[config.mk]
export PLATFORM = sky130hd
export DESIGN_NAME = eth_tx_sched
export DESIGN_NICKNAME = d
export VERILOG_FILES = /design/src/rtl/eth_pkg.sv /design/src/rtl/rr_arb.sv /design/src/rtl/eth_tx_sched.sv
export SDC_FILE = /design/constraint.sdc
export NUM_CORES = 1
export LEC_CHECK = 0
export BUFFER_PORTS_ARGS = -buffer_cell sky130_fd_sc_hd__buf_2
export CAP_MARGIN = 20
export CORE_UTILIZATION = 61
export CTS_CLUSTER_SIZE = 25
export DETAILED_ROUTE_END_ITERATION = 16
export GPL_TIMING_DRIVEN = 0
export PLACE_DENSITY_LB_ADDON = 0.2
export REMOVE_ABC_BUFFERS = 1
export SYNTH_ARGS = -nofsm -noshare
export SYNTH_HDL_FRONTEND = slang
export SYNTH_HIERARCHICAL = 1
export SYNTH_SLANG_ARGS = --single-unit
[constraint.sdc]
create_clock -name clk -period 6.2 [get_ports clk]
set_clock_uncertainty 0.2 [all_clocks]
set_input_delay 1.55 -clock clk [delete_from_list [all_inputs] [get_ports clk]]
set_output_delay 1.55 -clock clk [all_outputs]
set_load 0.05 [all_outputs]
[src/rtl/eth_pkg.sv]
// Shared definitions for the eth_tx scheduler: FSM state encoding,
// default parameter constants and a small helper for sizing counters.
package eth_pkg;

   typedef enum logic [1:0] {
      ST_IDLE  = 2'd0,
      ST_START = 2'd1,
      ST_FRAME = 2'd2,
      ST_GAP   = 2'd3
   } sched_state_t;

   localparam int DEF_NREQ         = 4;
   localparam int DEF_FRAME_CYCLES = 8;
   localparam int DEF_IFG_CYCLES   = 3;

   function automatic int max_int(input int a, input int b);
      return (a > b) ? a : b;
   endfunction

endpackage

[src/rtl/rr_arb.sv]
// Round-robin picker: searches req starting at ptr and wrapping, returns
// the first requester found as a one-hot vector and as an index.
module rr_arb
   import eth_pkg::*;
#(
   parameter int NREQ = DEF_NREQ,
   localparam int IW  = $clog2(NREQ)
) (
   input  logic [NREQ-1:0] req,
   input  logic [IW-1:0]   ptr,
   output logic [NREQ-1:0] winner,
   output logic [IW-1:0]   idx
);

   logic          found;
   logic [IW-1:0] pos;

   // Walk the requesters in priority order beginning at ptr; first hit wins
   always_comb begin
      winner = '0;
      idx    = '0;
      found  = 1'b0;
      pos    = '0;
      for (int k = 0; k < NREQ; k++) begin
         pos = IW'((int'(ptr) + k) % NREQ);
         if (!found && req[pos]) begin
            winner[pos] = 1'b1;
            idx         = pos;
            found       = 1'b1;
         end
      end
   end

endmodule

[src/rtl/eth_tx_sched.sv]
// Shares one eth_tx among NREQ requesters: round-robin grant, one-cycle
// start pulse, then the frame time and inter-frame gap are waited out.
// Optional frame counter output enabled by defining ETH_TX_SCHED_STATS_EN.
module eth_tx_sched
   import eth_pkg::*;
#(
   parameter int NREQ         = DEF_NREQ,
   parameter int FRAME_CYCLES = DEF_FRAME_CYCLES,
   parameter int IFG_CYCLES   = DEF_IFG_CYCLES
) (
   input  logic                     clk,
   input  logic                     rst_n,
   input  logic                     enable,
   input  logic [NREQ-1:0]          req,
   output logic [NREQ-1:0]          gnt,
   output logic                     start,
   output logic [$clog2(NREQ)-1:0]  sel,
   output logic                     busy
`ifdef ETH_TX_SCHED_STATS_EN
   ,
   output logic [15:0]              frame_cnt
`endif
);

   localparam int IW = $clog2(NREQ);
   localparam int CW = $clog2(max_int(FRAME_CYCLES, IFG_CYCLES) + 1);
   localparam logic [CW-1:0] FRAME_LOAD = CW'(FRAME_CYCLES - 1);
   localparam logic [CW-1:0] GAP_LOAD   = CW'((IFG_CYCLES > 0) ? IFG_CYCLES - 1 : 0);

   sched_state_t    state, next_state;
   logic [CW-1:0]   cnt;
   logic [IW-1:0]   ptr;
   logic [NREQ-1:0] arb_winner;
   logic [IW-1:0]   arb_idx;
   logic            launch;

   rr_arb #(.NREQ(NREQ)) u_rr_arb (
      .req    (req),
      .ptr    (ptr),
      .winner (arb_winner),
      .idx    (arb_idx)
   );

   // State register
   always_ff @(posedge clk or negedge rst_n) begin
      if (!rst_n) state <= ST_IDLE;
      else        state <= next_state;
   end

   // Next-state and pulse outputs; a new grant is only considered in IDLE
   always_comb begin
      next_state = state;
      start      = 1'b0;
      gnt        = '0;
      busy       = 1'b1;
      launch     = 1'b0;
      case (state)
         ST_IDLE: begin
            busy = 1'b0;
            if (enable && (|arb_winner)) begin
               launch     = 1'b1;
               next_state = ST_START;
            end
         end
         ST_START: begin
            start      = 1'b1;
            gnt        = NREQ'(1) << sel;
            next_state = ST_FRAME;
         end
         ST_FRAME: begin
            if (cnt == '0) next_state = (IFG_CYCLES == 0) ? ST_IDLE : ST_GAP;
         end
         ST_GAP: begin
            if (cnt == '0) next_state = ST_IDLE;
         end
         default: next_state = ST_IDLE;
      endcase
   end

   // Owner, round-robin pointer and frame/gap down-counter
   always_ff @(posedge clk or negedge rst_n) begin
      if (!rst_n) begin
         cnt <= '0;
         sel <= '0;
         ptr <= '0;
      end else begin
         case (state)
            ST_IDLE: begin
               if (launch) begin
                  sel <= arb_idx;
                  ptr <= (arb_idx == IW'(NREQ - 1)) ? '0 : arb_idx + IW'(1);
               end
            end
            ST_START: cnt <= FRAME_LOAD;
            ST_FRAME: cnt <= (cnt == '0) ? GAP_LOAD : cnt - CW'(1);
            ST_GAP:   if (cnt != '0) cnt <= cnt - CW'(1);
            default:  cnt <= '0;
         endcase
      end
   end

`ifdef ETH_TX_SCHED_STATS_EN
   // Count start pulses, wrapping naturally at 16 bits
   always_ff @(posedge clk or negedge rst_n) begin
      if (!rst_n)     frame_cnt <= '0;
      else if (start) frame_cnt <= frame_cnt + 16'd1;
   end
`endif

endmodule
==> flow_metrics.env <==
export IMPL_status="finished with violations"
export IMPL_violations="design-rule violations"
export IMPL_grt_met1_usage_pct=34.4
export IMPL_cts_clk_slew_worst_paths_ns=0.07
export IMPL_yosysSeqAreaShare_pct=23.6
export IMPL_cts_num_sinks=10
export IMPL_place_ws_ns=2.23
export IMPL_ys_async_sr_fraction_pct=100
export IMPL_synthFlopType="dfrtp_1"
export IMPL_fin_util_pct=74.8
export IMPL_drc_errors=1
export IMPL_crit_end="state[1]"
export IMPL_crit_start="req[2]"
export IMPL_required_ns=6.15
export IMPL_via_per_inst=6.85
export IMPL_synth_top_area_share_pct=23.6
export IMPL_fmax_ghz=0.271
export IMPL_slew_limit_headroom_pct=64.1
export IMPL_dp_hpwl_mm=1.62
export IMPL_antenna_found_initial=0
export IMPL_fin_nets=141
export IMPL_port_buffer_count=14
export IMPL_synth_area_sq_mm=0.00106
export IMPL_syn_inst=106
export IMPL_overflow=0
export IMPL_rows=14
export IMPL_routed_wl_mm=2.19
export IMPL_clockBufferDepth=2
export IMPL_crit_path_start_kind="primary input"
export IMPL_grt_busiest_layer="met2"
export IMPL_synth_edf_count=0
export IMPL_initial_core_util_pct=68.1
export IMPL_synth_largest_area_cell="dfrtp_1"
export IMPL_synth_area_per_cell_sq_um=10.0
export IMPL_ant_nets=0
export IMPL_worst_pin_slew_ns=0.538
export IMPL_synth_seq_cells=10
export IMPL_yosysMostFrequentCell="ha_1"
export IMPL_hold_class="register to register"
export IMPL_cts_made_buffers=3
export IMPL_grt_setup_unrepaired="no"
export IMPL_cts_tree="done"
export IMPL_maxCapViolCount=0
export IMPL_period_share_pct=59.5
export IMPL_period_minus_slack_ns=3.69
export IMPL_cp_end_kind="register"
export IMPL_fp_dieW_um=43.7
export IMPL_avgRoutedWirePerCell_um=16.0
export IMPL_hold_viol_final=0
export IMPL_grt_pass1_wl_mm=3.49
export IMPL_arrival_ns=3.64
export IMPL_cts_root_buf="clkbuf_4"
export IMPL_drtIter0Drc=28
export IMPL_insertedDiodeCount=0
export IMPL_clk_latency_ns=0.27
export IMPL_grt_pass1_vias=810
export IMPL_synth_area_leaders="dfrtp_1, ha_1, mux4_2"
export IMPL_grtUsageMet3_pct=7.50
export IMPL_dieArea_sq_mm=0.00191
export IMPL_fin_ws_ns=2.51
export IMPL_cp_max_fo=6
export IMPL_yosys_cell_types_count=43
export IMPL_timing_rr_start="ptr[0]"
export IMPL_hold_slack_ns=0.385
export IMPL_cts_resized=0
export IMPL_grtUsageMet2_pct=38.5
export IMPL_cts_setup_buffers=0
export IMPL_area_growth_syn_to_layout_pct=9.91
export IMPL_via_count=939
export IMPL_fin_setup_tns_ns=0
export IMPL_reg2reg_slack_ns=2.80
export IMPL_grt_max_degree=16
export IMPL_rr_endpoint="state[1]"
export IMPL_drive_gt1_share_pct=24.0
export IMPL_cts_hold_buffers=0
export IMPL_die_y_um=43.7
export IMPL_dr_pass1_iters=10
export IMPL_ys_warn_count=6
export IMPL_r2r_cells=10
export IMPL_synth_commonest_cells="ha_1, dfrtp_1, inv_1"
export IMPL_core_sq_mm=0.00156
export IMPL_h_tree_depth=1
export IMPL_gp_congestion=0.918
export IMPL_setup_violations=0
export IMPL_pin_count=15
export IMPL_grt_usage_pct=24.7
export IMPL_critical_path_class="primary input to register"
export IMPL_slew_violations=0
-- how the worst min path moves through the flow --
| stage | start | end | slack [ns] | cells past startpoint |
|---|---|---|---|---|
| floorplan | state[1] | state[1] | 0.32 | 1 |
| global placement | state[1] | state[1] | 0.34 | 1 |
| detailed placement | state[1] | state[1] | 0.37 | 1 |
| CTS | state[1] | state[1] | 0.39 | 1 |
| global route | sel[1] | sel[1] | 0.42 | 1 |
| finish | state[1] | state[1] | 0.38 | 1 |
-- through the flow --
stage	cells	instance area [sq um]
floorplan	103	1040
global placement	133	1130
detailed placement	133	1130
CTS	137	1170
global route	137	1170
finish	137	1170
-- placed cells by master, fill, tap and decap left out, types with 2 or more instances in the layout --
cell / Yosys / routed
mux4_2: 3 / 3
a22oi_1: 8 / 8
nand2_1: 2 / 2
dfrtp_1: 10 / 10
o21ai_1: 6 / 6
nor2_1: 5 / 5
and3_1: 2 / 2
buf_2: 2 / 14
ha_1: 12 / 12
o21ai_0: 2 / 2
o31ai_1: 2 / 2
mux2_1: 5 / 5
o21bai_1: 2 / 2
nor3_1: 2 / 2
a21oi_1: 4 / 4
mux2i_1: 3 / 3
inv_1: 9 / 9
clkbuf_4: 0 / 3
o22ai_1: 2 / 2
-- flip-flops by register name, summed over array words and instances (netlist names) --
| register | flops |
|---|---|
| cnt | 4 |
| ptr | 2 |
| sel | 2 |
| state | 2 |
-- cells by family after synthesis --
group	share of synthesized area [%]
compound gates	24.5
fa+ha+maj	14.2
buf+inv	5.54
flops	23.6
mux	17.0
simple gates	15.2
-- layer usage --
| metal | part of all wire, % | wire (um) | vias up |
|---|---|---|---|
| met3 | 6.7 | 146 | 4 |
| met5 | 0 | 0 | - |
| met2 | 47 | 1020 | 43 |
| met1 | 46 | 997 | 451 |
| li1 | - | - | 441 |
| met4 | 1.1 | 24 | 0 |
-- critical path, stage by stage --
cell	delay, ns
buf_2	0.13
mux4_1	0.56
nand2b_4	0.11
nor3_4	0.06
a22oi_1	0.16
o21ai_1	0.09
o41a_1	0.46
o22ai_2	0.16
mux2_1	0.34
-- final cells by class --
class / instances / area (sq um)
inverters: 10 / 37.5
clock buffers: 4 / 36.3
multi-input cells: 83 / 752
fillers: 127 / 393
repair buffers: 14 / 70.1
flip-flops and latches: 10 / 250
well taps: 16 / 20.0
Power is not shown: default switching activity piles up to over one toggle a cycle in this logic, so the estimate is an artifact.
